**config.mk**
```make
export PLATFORM = sky130hd
export DESIGN_NAME = alu_share_ctrl_flat
export DESIGN_NICKNAME = d
export VERILOG_FILES = /design/src/rtl/alu_share_ctrl_if.sv /design/src/rtl/alu_share_ctrl.sv /design/src/flat_wrapper.sv
export SDC_FILE = /design/constraint.sdc
export NUM_CORES = 1
export LEC_CHECK = 0
export ABC_AREA = 1
export ABC_CLOCK_PERIOD_IN_PS = 2700
export BUFFER_PORTS_ARGS = -buffer_cell sky130_fd_sc_hd__buf_4
export CAP_MARGIN = 10
export CORE_ASPECT_RATIO = 1.4
export CORE_MARGIN = 5
export CORE_UTILIZATION = 30
export CTS_CLUSTER_SIZE = 40
export DETAILED_ROUTE_END_ITERATION = 8
export GPL_TIMING_DRIVEN = 0
export MAX_ROUTING_LAYER = met4
export PLACE_DENSITY = 0.59
export SYNTH_ARGS = -nofsm -noshare
export SYNTH_HDL_FRONTEND = slang
export SYNTH_SLANG_ARGS = --single-unit
```
**constraint.sdc**
```tcl
create_clock -name clk -period 2.7 [get_ports clk]
set_clock_uncertainty 0.15 [all_clocks]
set_input_delay 0.405 -clock clk [delete_from_list [all_inputs] [get_ports clk]]
set_output_delay 0.405 -clock clk [all_outputs]
set_load 0.01 [all_outputs]
```
**src/rtl/alu_share_ctrl_if.sv**
```systemverilog
// Bundle of request, response and ALU-side signals for the shared-ALU controller.
// The slave modport is the controller's view; the master modport belongs to the surrounding logic.
interface alu_share_ctrl_if #(
  parameter int n     = 32,
  parameter int CNT_W = 16
);
  logic [1:0]          req_valid;
  logic [1:0]          req_ready;
  logic [1:0][n-1:0]   req_opA;
  logic [1:0][n-1:0]   req_opB;
  logic [1:0][3:0]     req_S;
  logic [1:0]          req_M;
  logic [1:0]          req_Cin;

  logic [n-1:0]        alu_opA;
  logic [n-1:0]        alu_opB;
  logic [3:0]          alu_S;
  logic                alu_M;
  logic                alu_Cin;
  logic [n-1:0]        alu_DO;
  logic [3:0]          alu_flags;

  logic                rsp_valid;
  logic                rsp_ready;
  logic                rsp_id;
  logic [n-1:0]        rsp_DO;
  logic [3:0]          rsp_flags;
  logic                rsp_err;
  logic                busy;
  logic [CNT_W-1:0]    op_cnt;

  modport slave (
    input  req_valid, req_opA, req_opB, req_S, req_M, req_Cin,
    input  alu_DO, alu_flags, rsp_ready,
    output req_ready, alu_opA, alu_opB, alu_S, alu_M, alu_Cin,
    output rsp_valid, rsp_id, rsp_DO, rsp_flags, rsp_err, busy, op_cnt
  );

  modport master (
    output req_valid, req_opA, req_opB, req_S, req_M, req_Cin,
    output alu_DO, alu_flags, rsp_ready,
    input  req_ready, alu_opA, alu_opB, alu_S, alu_M, alu_Cin,
    input  rsp_valid, rsp_id, rsp_DO, rsp_flags, rsp_err, busy, op_cnt
  );
endinterface

```
**src/rtl/alu_share_ctrl.sv**
```systemverilog
// Round-robin sharing of one combinational ALU between two requesters.
// One operation in flight: IDLE (accept) -> EXEC (drive ALU, capture) -> RESP (hold until taken).
module alu_share_ctrl #(
  parameter int n     = 32,
  parameter int CNT_W = 16
) (
  input  logic                clk,
  input  logic                rst,
  alu_share_ctrl_if.slave     bus
);

  typedef enum logic [1:0] {IDLE, EXEC, RESP} state_t;

  typedef struct packed {
    logic [n-1:0] opA;
    logic [n-1:0] opB;
    logic [3:0]   S;
    logic         M;
    logic         Cin;
  } op_t;

  state_t           state, state_nxt;
  logic             rr_ptr;
  logic             grant;
  logic             accept;
  logic             rsp_done;
  logic [1:0]       ready;
  op_t              req_op;
  op_t              lat_op;
  logic             lat_id;
  logic             rsp_id_q;
  logic [n-1:0]     rsp_do_q;
  logic [3:0]       rsp_flags_q;
  logic             rsp_err_q;
  logic [CNT_W-1:0] op_cnt_q;

  // Only add (S=1001,Cin=0) and sub (S=0110,Cin=1) are legal arithmetic codes;
  // logic mode must run with Cin=0.
  function automatic logic op_illegal(input op_t o);
    if (!o.M) return o.Cin;
    return !(({o.S, o.Cin} == 5'b10010) || ({o.S, o.Cin} == 5'b01101));
  endfunction

  always_comb begin
    grant        = bus.req_valid[rr_ptr] ? rr_ptr : ~rr_ptr;
    ready        = 2'b00;
    if ((state == IDLE) && (|bus.req_valid) && !rst)
      ready[grant] = 1'b1;
    accept       = |(ready & bus.req_valid);
    rsp_done     = (state == RESP) && bus.rsp_ready;
    req_op.opA   = bus.req_opA[grant];
    req_op.opB   = bus.req_opB[grant];
    req_op.S     = bus.req_S[grant];
    req_op.M     = bus.req_M[grant];
    req_op.Cin   = bus.req_Cin[grant];
  end

  always_comb begin
    state_nxt = state;
    case (state)
      IDLE:    if (accept) state_nxt = EXEC;
      EXEC:    state_nxt = RESP;
      RESP:    if (bus.rsp_ready) state_nxt = IDLE;
      default: state_nxt = IDLE;
    endcase
  end

  always_ff @(posedge clk) begin
    if (rst) state <= IDLE;
    else     state <= state_nxt;
  end

  // A reset during EXEC/RESP simply discards the in-flight operation.
  always_ff @(posedge clk) begin
    if (rst) begin
      rr_ptr      <= 1'b0;
      lat_op      <= '0;
      lat_id      <= 1'b0;
      rsp_id_q    <= 1'b0;
      rsp_do_q    <= '0;
      rsp_flags_q <= '0;
      rsp_err_q   <= 1'b0;
      op_cnt_q    <= '0;
    end else begin
      if (accept) begin
        lat_op <= req_op;
        lat_id <= grant;
      end
      if (state == EXEC) begin
        rsp_do_q    <= bus.alu_DO;
        rsp_flags_q <= bus.alu_flags;
        rsp_err_q   <= op_illegal(lat_op);
        rsp_id_q    <= lat_id;
      end
      if (rsp_done) begin
        op_cnt_q <= op_cnt_q + CNT_W'(1);
        rr_ptr   <= ~rsp_id_q;
      end
    end
  end

  assign bus.req_ready = ready;
  assign bus.alu_opA   = lat_op.opA;
  assign bus.alu_opB   = lat_op.opB;
  assign bus.alu_S     = lat_op.S;
  assign bus.alu_M     = lat_op.M;
  assign bus.alu_Cin   = lat_op.Cin;
  assign bus.rsp_valid = (state == RESP);
  assign bus.rsp_id    = rsp_id_q;
  assign bus.rsp_DO    = rsp_do_q;
  assign bus.rsp_flags = rsp_flags_q;
  assign bus.rsp_err   = rsp_err_q;
  assign bus.busy      = (state != IDLE);
  assign bus.op_cnt    = op_cnt_q;

  a_one_ready: assert property (@(posedge clk) $onehot0(bus.req_ready));

endmodule

```
**src/flat_wrapper.sv**
```systemverilog
// flat-port wrapper written by rule: the top's interface ports become plain ports
module alu_share_ctrl_flat 
#(
  parameter int n     = 32,
  parameter int CNT_W = 16
)
  (clk, rst, bus_req_valid, bus_req_opA, bus_req_opB, bus_req_S, bus_req_M, bus_req_Cin, bus_alu_DO, bus_alu_flags, bus_rsp_ready, bus_req_ready, bus_alu_opA, bus_alu_opB, bus_alu_S, bus_alu_M, bus_alu_Cin, bus_rsp_valid, bus_rsp_id, bus_rsp_DO, bus_rsp_flags, bus_rsp_err, bus_busy, bus_op_cnt);
  alu_share_ctrl_if #(.n(n), .CNT_W(CNT_W)) bus_i ();
  input  logic clk;
  input  logic rst;
  input wire logic [$bits(bus_i.req_valid)-1:0] bus_req_valid;
  input wire logic [$bits(bus_i.req_opA)-1:0] bus_req_opA;
  input wire logic [$bits(bus_i.req_opB)-1:0] bus_req_opB;
  input wire logic [$bits(bus_i.req_S)-1:0] bus_req_S;
  input wire logic [$bits(bus_i.req_M)-1:0] bus_req_M;
  input wire logic [$bits(bus_i.req_Cin)-1:0] bus_req_Cin;
  input wire logic [$bits(bus_i.alu_DO)-1:0] bus_alu_DO;
  input wire logic [$bits(bus_i.alu_flags)-1:0] bus_alu_flags;
  input wire logic [$bits(bus_i.rsp_ready)-1:0] bus_rsp_ready;
  output wire logic [$bits(bus_i.req_ready)-1:0] bus_req_ready;
  output wire logic [$bits(bus_i.alu_opA)-1:0] bus_alu_opA;
  output wire logic [$bits(bus_i.alu_opB)-1:0] bus_alu_opB;
  output wire logic [$bits(bus_i.alu_S)-1:0] bus_alu_S;
  output wire logic [$bits(bus_i.alu_M)-1:0] bus_alu_M;
  output wire logic [$bits(bus_i.alu_Cin)-1:0] bus_alu_Cin;
  output wire logic [$bits(bus_i.rsp_valid)-1:0] bus_rsp_valid;
  output wire logic [$bits(bus_i.rsp_id)-1:0] bus_rsp_id;
  output wire logic [$bits(bus_i.rsp_DO)-1:0] bus_rsp_DO;
  output wire logic [$bits(bus_i.rsp_flags)-1:0] bus_rsp_flags;
  output wire logic [$bits(bus_i.rsp_err)-1:0] bus_rsp_err;
  output wire logic [$bits(bus_i.busy)-1:0] bus_busy;
  output wire logic [$bits(bus_i.op_cnt)-1:0] bus_op_cnt;
  assign bus_i.req_valid = bus_req_valid;
  assign bus_i.req_opA = bus_req_opA;
  assign bus_i.req_opB = bus_req_opB;
  assign bus_i.req_S = bus_req_S;
  assign bus_i.req_M = bus_req_M;
  assign bus_i.req_Cin = bus_req_Cin;
  assign bus_i.alu_DO = bus_alu_DO;
  assign bus_i.alu_flags = bus_alu_flags;
  assign bus_i.rsp_ready = bus_rsp_ready;
  assign bus_req_ready = bus_i.req_ready;
  assign bus_alu_opA = bus_i.alu_opA;
  assign bus_alu_opB = bus_i.alu_opB;
  assign bus_alu_S = bus_i.alu_S;
  assign bus_alu_M = bus_i.alu_M;
  assign bus_alu_Cin = bus_i.alu_Cin;
  assign bus_rsp_valid = bus_i.rsp_valid;
  assign bus_rsp_id = bus_i.rsp_id;
  assign bus_rsp_DO = bus_i.rsp_DO;
  assign bus_rsp_flags = bus_i.rsp_flags;
  assign bus_rsp_err = bus_i.rsp_err;
  assign bus_busy = bus_i.busy;
  assign bus_op_cnt = bus_i.op_cnt;
  alu_share_ctrl #(.n(n), .CNT_W(CNT_W)) u_core (.clk(clk), .rst(rst), .bus(bus_i));
endmodule
```
==> impl_metrics.env <==
export IMPL_clockBufferDepth=2
export IMPL_p_sw_mw=1.520
export IMPL_crit_top_cell="buf_4"
export IMPL_die_w_um=127.1
export IMPL_p_per_area_nw_per_um2=595.4
export IMPL_rows=60
export IMPL_min_from="bus_alu_flags[1]"
export IMPL_antenna_found_initial=0
export IMPL_gp_congestion=0.8423
export IMPL_ys_seq_area_share_pct=44.51
export IMPL_synth_seq_cells=128
export IMPL_design_core_area_sq_um=19070
export IMPL_arrival_ns=1.74
export IMPL_max_vdd_ir_drop_v=0.0004031
export IMPL_grt_max_degree=17
export IMPL_cts_root_buf="clkbuf_16"
export IMPL_initial_core_util_pct=30.19
export IMPL_path_delay_family="buffers and inverters"
export IMPL_p_clk_share_pct=40.9
export IMPL_worst_pin_slew_ns=0.6482
export IMPL_max_freq_ghz=0.4360
export IMPL_clk_pin_slew_ns=0.06
export IMPL_drt_first_pass_iters=5
export IMPL_critPathMaxFanout=10
export IMPL_crit_chain="or2_1 -> buf_6 -> nand2_8 -> buf_4 -> nor2_1 -> buf_4"
export IMPL_fin_crit_sh_pct=84.94
export IMPL_netSwitchingFraction_pct=28.57
export IMPL_fin_crit_ns=2.293
export IMPL_area_growth_pct=55.18
export IMPL_status="finished, final reports clean"
export IMPL_cts_sinks=128
export IMPL_netlist_instances=847
export IMPL_syn_nets=1029
export IMPL_grt_overflow_total=0
export IMPL_viasPerCell=4.556
export IMPL_drive_gt1_share_pct=33.05
export IMPL_yosysUniqueCellTypes=30
export IMPL_stdcell_count=1434
export IMPL_seq_power_share_pct=39.4
export IMPL_grt_pass1_wl_mm=33.75
export IMPL_drc=0
export IMPL_finalHoldViolCount=0
export IMPL_place_inst=1402
export IMPL_cts_htree_levels=4
export IMPL_hold_class="in2reg"
export IMPL_crit_path_top_delay_cell="dfxtp_1"
export IMPL_rsz0062_at_grt="no"
export IMPL_crit_required_ns=2.14
export IMPL_die_y_um=173.9
export IMPL_whs_endpoint="u_core.bus.rsp_flags[1]"
export IMPL_endpoint_kind="primary output"
export IMPL_post_dp_cell_area_sq_um=8372
export IMPL_internal_power_mw=3.799
export IMPL_hold_buffers=0
export IMPL_critPathLaunchType="flip-flop"
export IMPL_r2r_end="u_core.bus.alu_opB[31]"
export IMPL_worst_slack_ns=0.4065
export IMPL_fin_tns_setup_ns=0
export IMPL_drtIter0Drc=280
export IMPL_max_cap_violations=0
export IMPL_crit_type="reg2out"
export IMPL_cts_setup_buffers=0
export IMPL_die_area_sq_um=22100
export IMPL_insertion_delay_ns=0.41
export IMPL_cts_buffers=17
export IMPL_cpPeakStageDelay_ns=0.35
export IMPL_reg2regPathDepth=6
export IMPL_portBuffers=307
export IMPL_fin_nets=1355
export IMPL_dr_total_vias=6534
export IMPL_postLayoutCellArea_sq_um=8934
export IMPL_syn_area_per_cell_sq_um=6.797
export IMPL_worstReg2RegStart="u_core.rr_ptr"
export IMPL_slew_headroom_pct=56.79
export IMPL_antenna_left=0
export IMPL_drt_wl_total_mm=21.75
export IMPL_diodes=0
export IMPL_setup_viol=0
export IMPL_p_leak_nw=4.359
export IMPL_cts_tree="yes"
export IMPL_dp_hpwl_mm=16.74
export IMPL_rrSetupSlack_ns=0.95
export IMPL_path_buf_inv=3
export IMPL_grt_pass1_vias=6480
export IMPL_grt_use_total_pct=19.72
export IMPL_post_place_ws_ns=0.5542
export IMPL_slew_violations=0
export IMPL_io_pins=309
export IMPL_comb_power_share_pct=19.7
export IMPL_synth_cell_area_sq_um=5757
export IMPL_yosysWarningCount=0
export IMPL_wl_per_cell_um=15.17
export IMPL_worst_hold_path_num_cells=3
export IMPL_cts_resized=0
export IMPL_final_util_pct=46.85
==> cell usage after synthesis, drive strengths merged <==
master    n  share of area, %
nand2   314                21
dfxtp   128                45
nor2    106               7.2
a21oi    78               7.4
nand3    78               7.0
o21ai    44               3.8
buf      41               4.2
inv      23               1.5
clkbuf   16               1.0
nand4     5              0.80
xor2      3              0.46
a31oi     2              0.22
nor3      2              0.17
or2       2              0.22
a21o      1              0.13
ha        1              0.22
nor3b     1              0.13
o21a      1              0.13
o21bai    1              0.13
==> sequential cells by signal (all words and copies together), names as in the netlist <==
register	flops
u_core.bus.rsp_flags	4
u_core.rr_ptr	1
u_core.state	2
u_core.bus.alu_opA	32
u_core.bus.rsp_id	1
u_core.bus.alu_M	1
u_core.bus.alu_opB	32
u_core.bus.alu_Cin	1
u_core.bus.op_cnt	16
u_core.lat_id	1
u_core.bus.rsp_err	1
u_core.bus.alu_S	4
u_core.bus.rsp_DO	32
==> placed cells by master (no fill, tap or decap), drive strengths merged <==
cell and n:
dfxtp 128, o21ai 44, a21oi 78, nor3b 1, clkinvlp 4, nand2 314
or2 2, clkbuf 33, inv 26, a31oi 2, xor2 3, o21bai 1
nor3 2, nor2 106, bufinv 1, clkinv 7, nand4 5, ha 1
nand3 78, a21o 1, buf 348, o21a 1
==> layer usage <==
metal | share of wire, % | GRT usage, % | up-vias
met4 | 2.7 | 6.977 | 0
met1 | 41 | 22.55 | 2924
met5 | 0 | - | -
li1 | - | - | 3365
met2 | 51 | 33.68 | 216
met3 | 5.9 | 4.488 | 29
==> per-stage QoR <==
step                power [mW]  hold WS (ns)
finish                   5.319       0.06597
global route             5.594       0.04557
CTS                      5.389       0.04899
detailed placement       3.197        0.3065
global placement         3.190        0.3029
floorplan                2.623        0.3056
==> power by group through the flow <==
| stage | clock network (mW) | registers (mW) | logic [mW] |
|---|---|---|---|
| 2_1_floorplan | 0 | 2.19 | 0.436 |
| 6_report | 2.18 | 2.09 | 1.05 |
| 5_1_grt | 2.32 | 2.11 | 1.16 |
| 3_3_place_gp | 0 | 2.13 | 1.06 |
| 4_1_cts | 2.23 | 2.09 | 1.07 |
| 3_5_place_dp | 0 | 2.13 | 1.06 |
==> cell type report <==
class	instances	area [sq um]
Buffer	57	300.3
Clock buffer	17	425.4
Clock inverter	15	136.4
Fill cell	2039	10130
Inverter	23	86.33
Multi-Input combinational cell	639	2808
Sequential cell	128	2562
Tap cell	248	310.3
Timing Repair Buffer	307	2305
==> cell families (layout without fill, tap and decap cells) <==
logic type,after synthesis,after routing,share of synthesized area (%)
simple gates,508,508,36.30
flops,128,128,44.51
compound gates,127,127,11.80
buf+inv,80,419,6.716
xor+xnor,3,3,0.4565
fa+ha+maj,1,1,0.2173
==> worst reg2reg max path, delay by kind of cell, from the launching register on <==
| family | cells | cell delay [ns] |
|---|---|---|
| buffers and inverters | 1 | 0.48 |
| and+or+nand+nor | 4 | 0.61 |
| DFF | 1 | 0.32 |
| AOI/OAI and AO/OA | 1 | 0.11 |
==> how the worst max path moves through the flow <==
stage               slack, ns  depth (start not counted)     startpoint                to
CTS                      0.34                          6  u_core.rr_ptr  bus_req_ready[0]
global route             0.30                          6  u_core.rr_ptr  bus_req_ready[0]
global placement         0.56                          6            rst  bus_req_ready[1]
detailed placement       0.55                          6            rst  bus_req_ready[1]
floorplan                0.96                          5            rst  bus_req_ready[1]
finish                   0.41                          6  u_core.rr_ptr  bus_req_ready[0]
No activity file was read; power rests on OpenSTA's default activity.
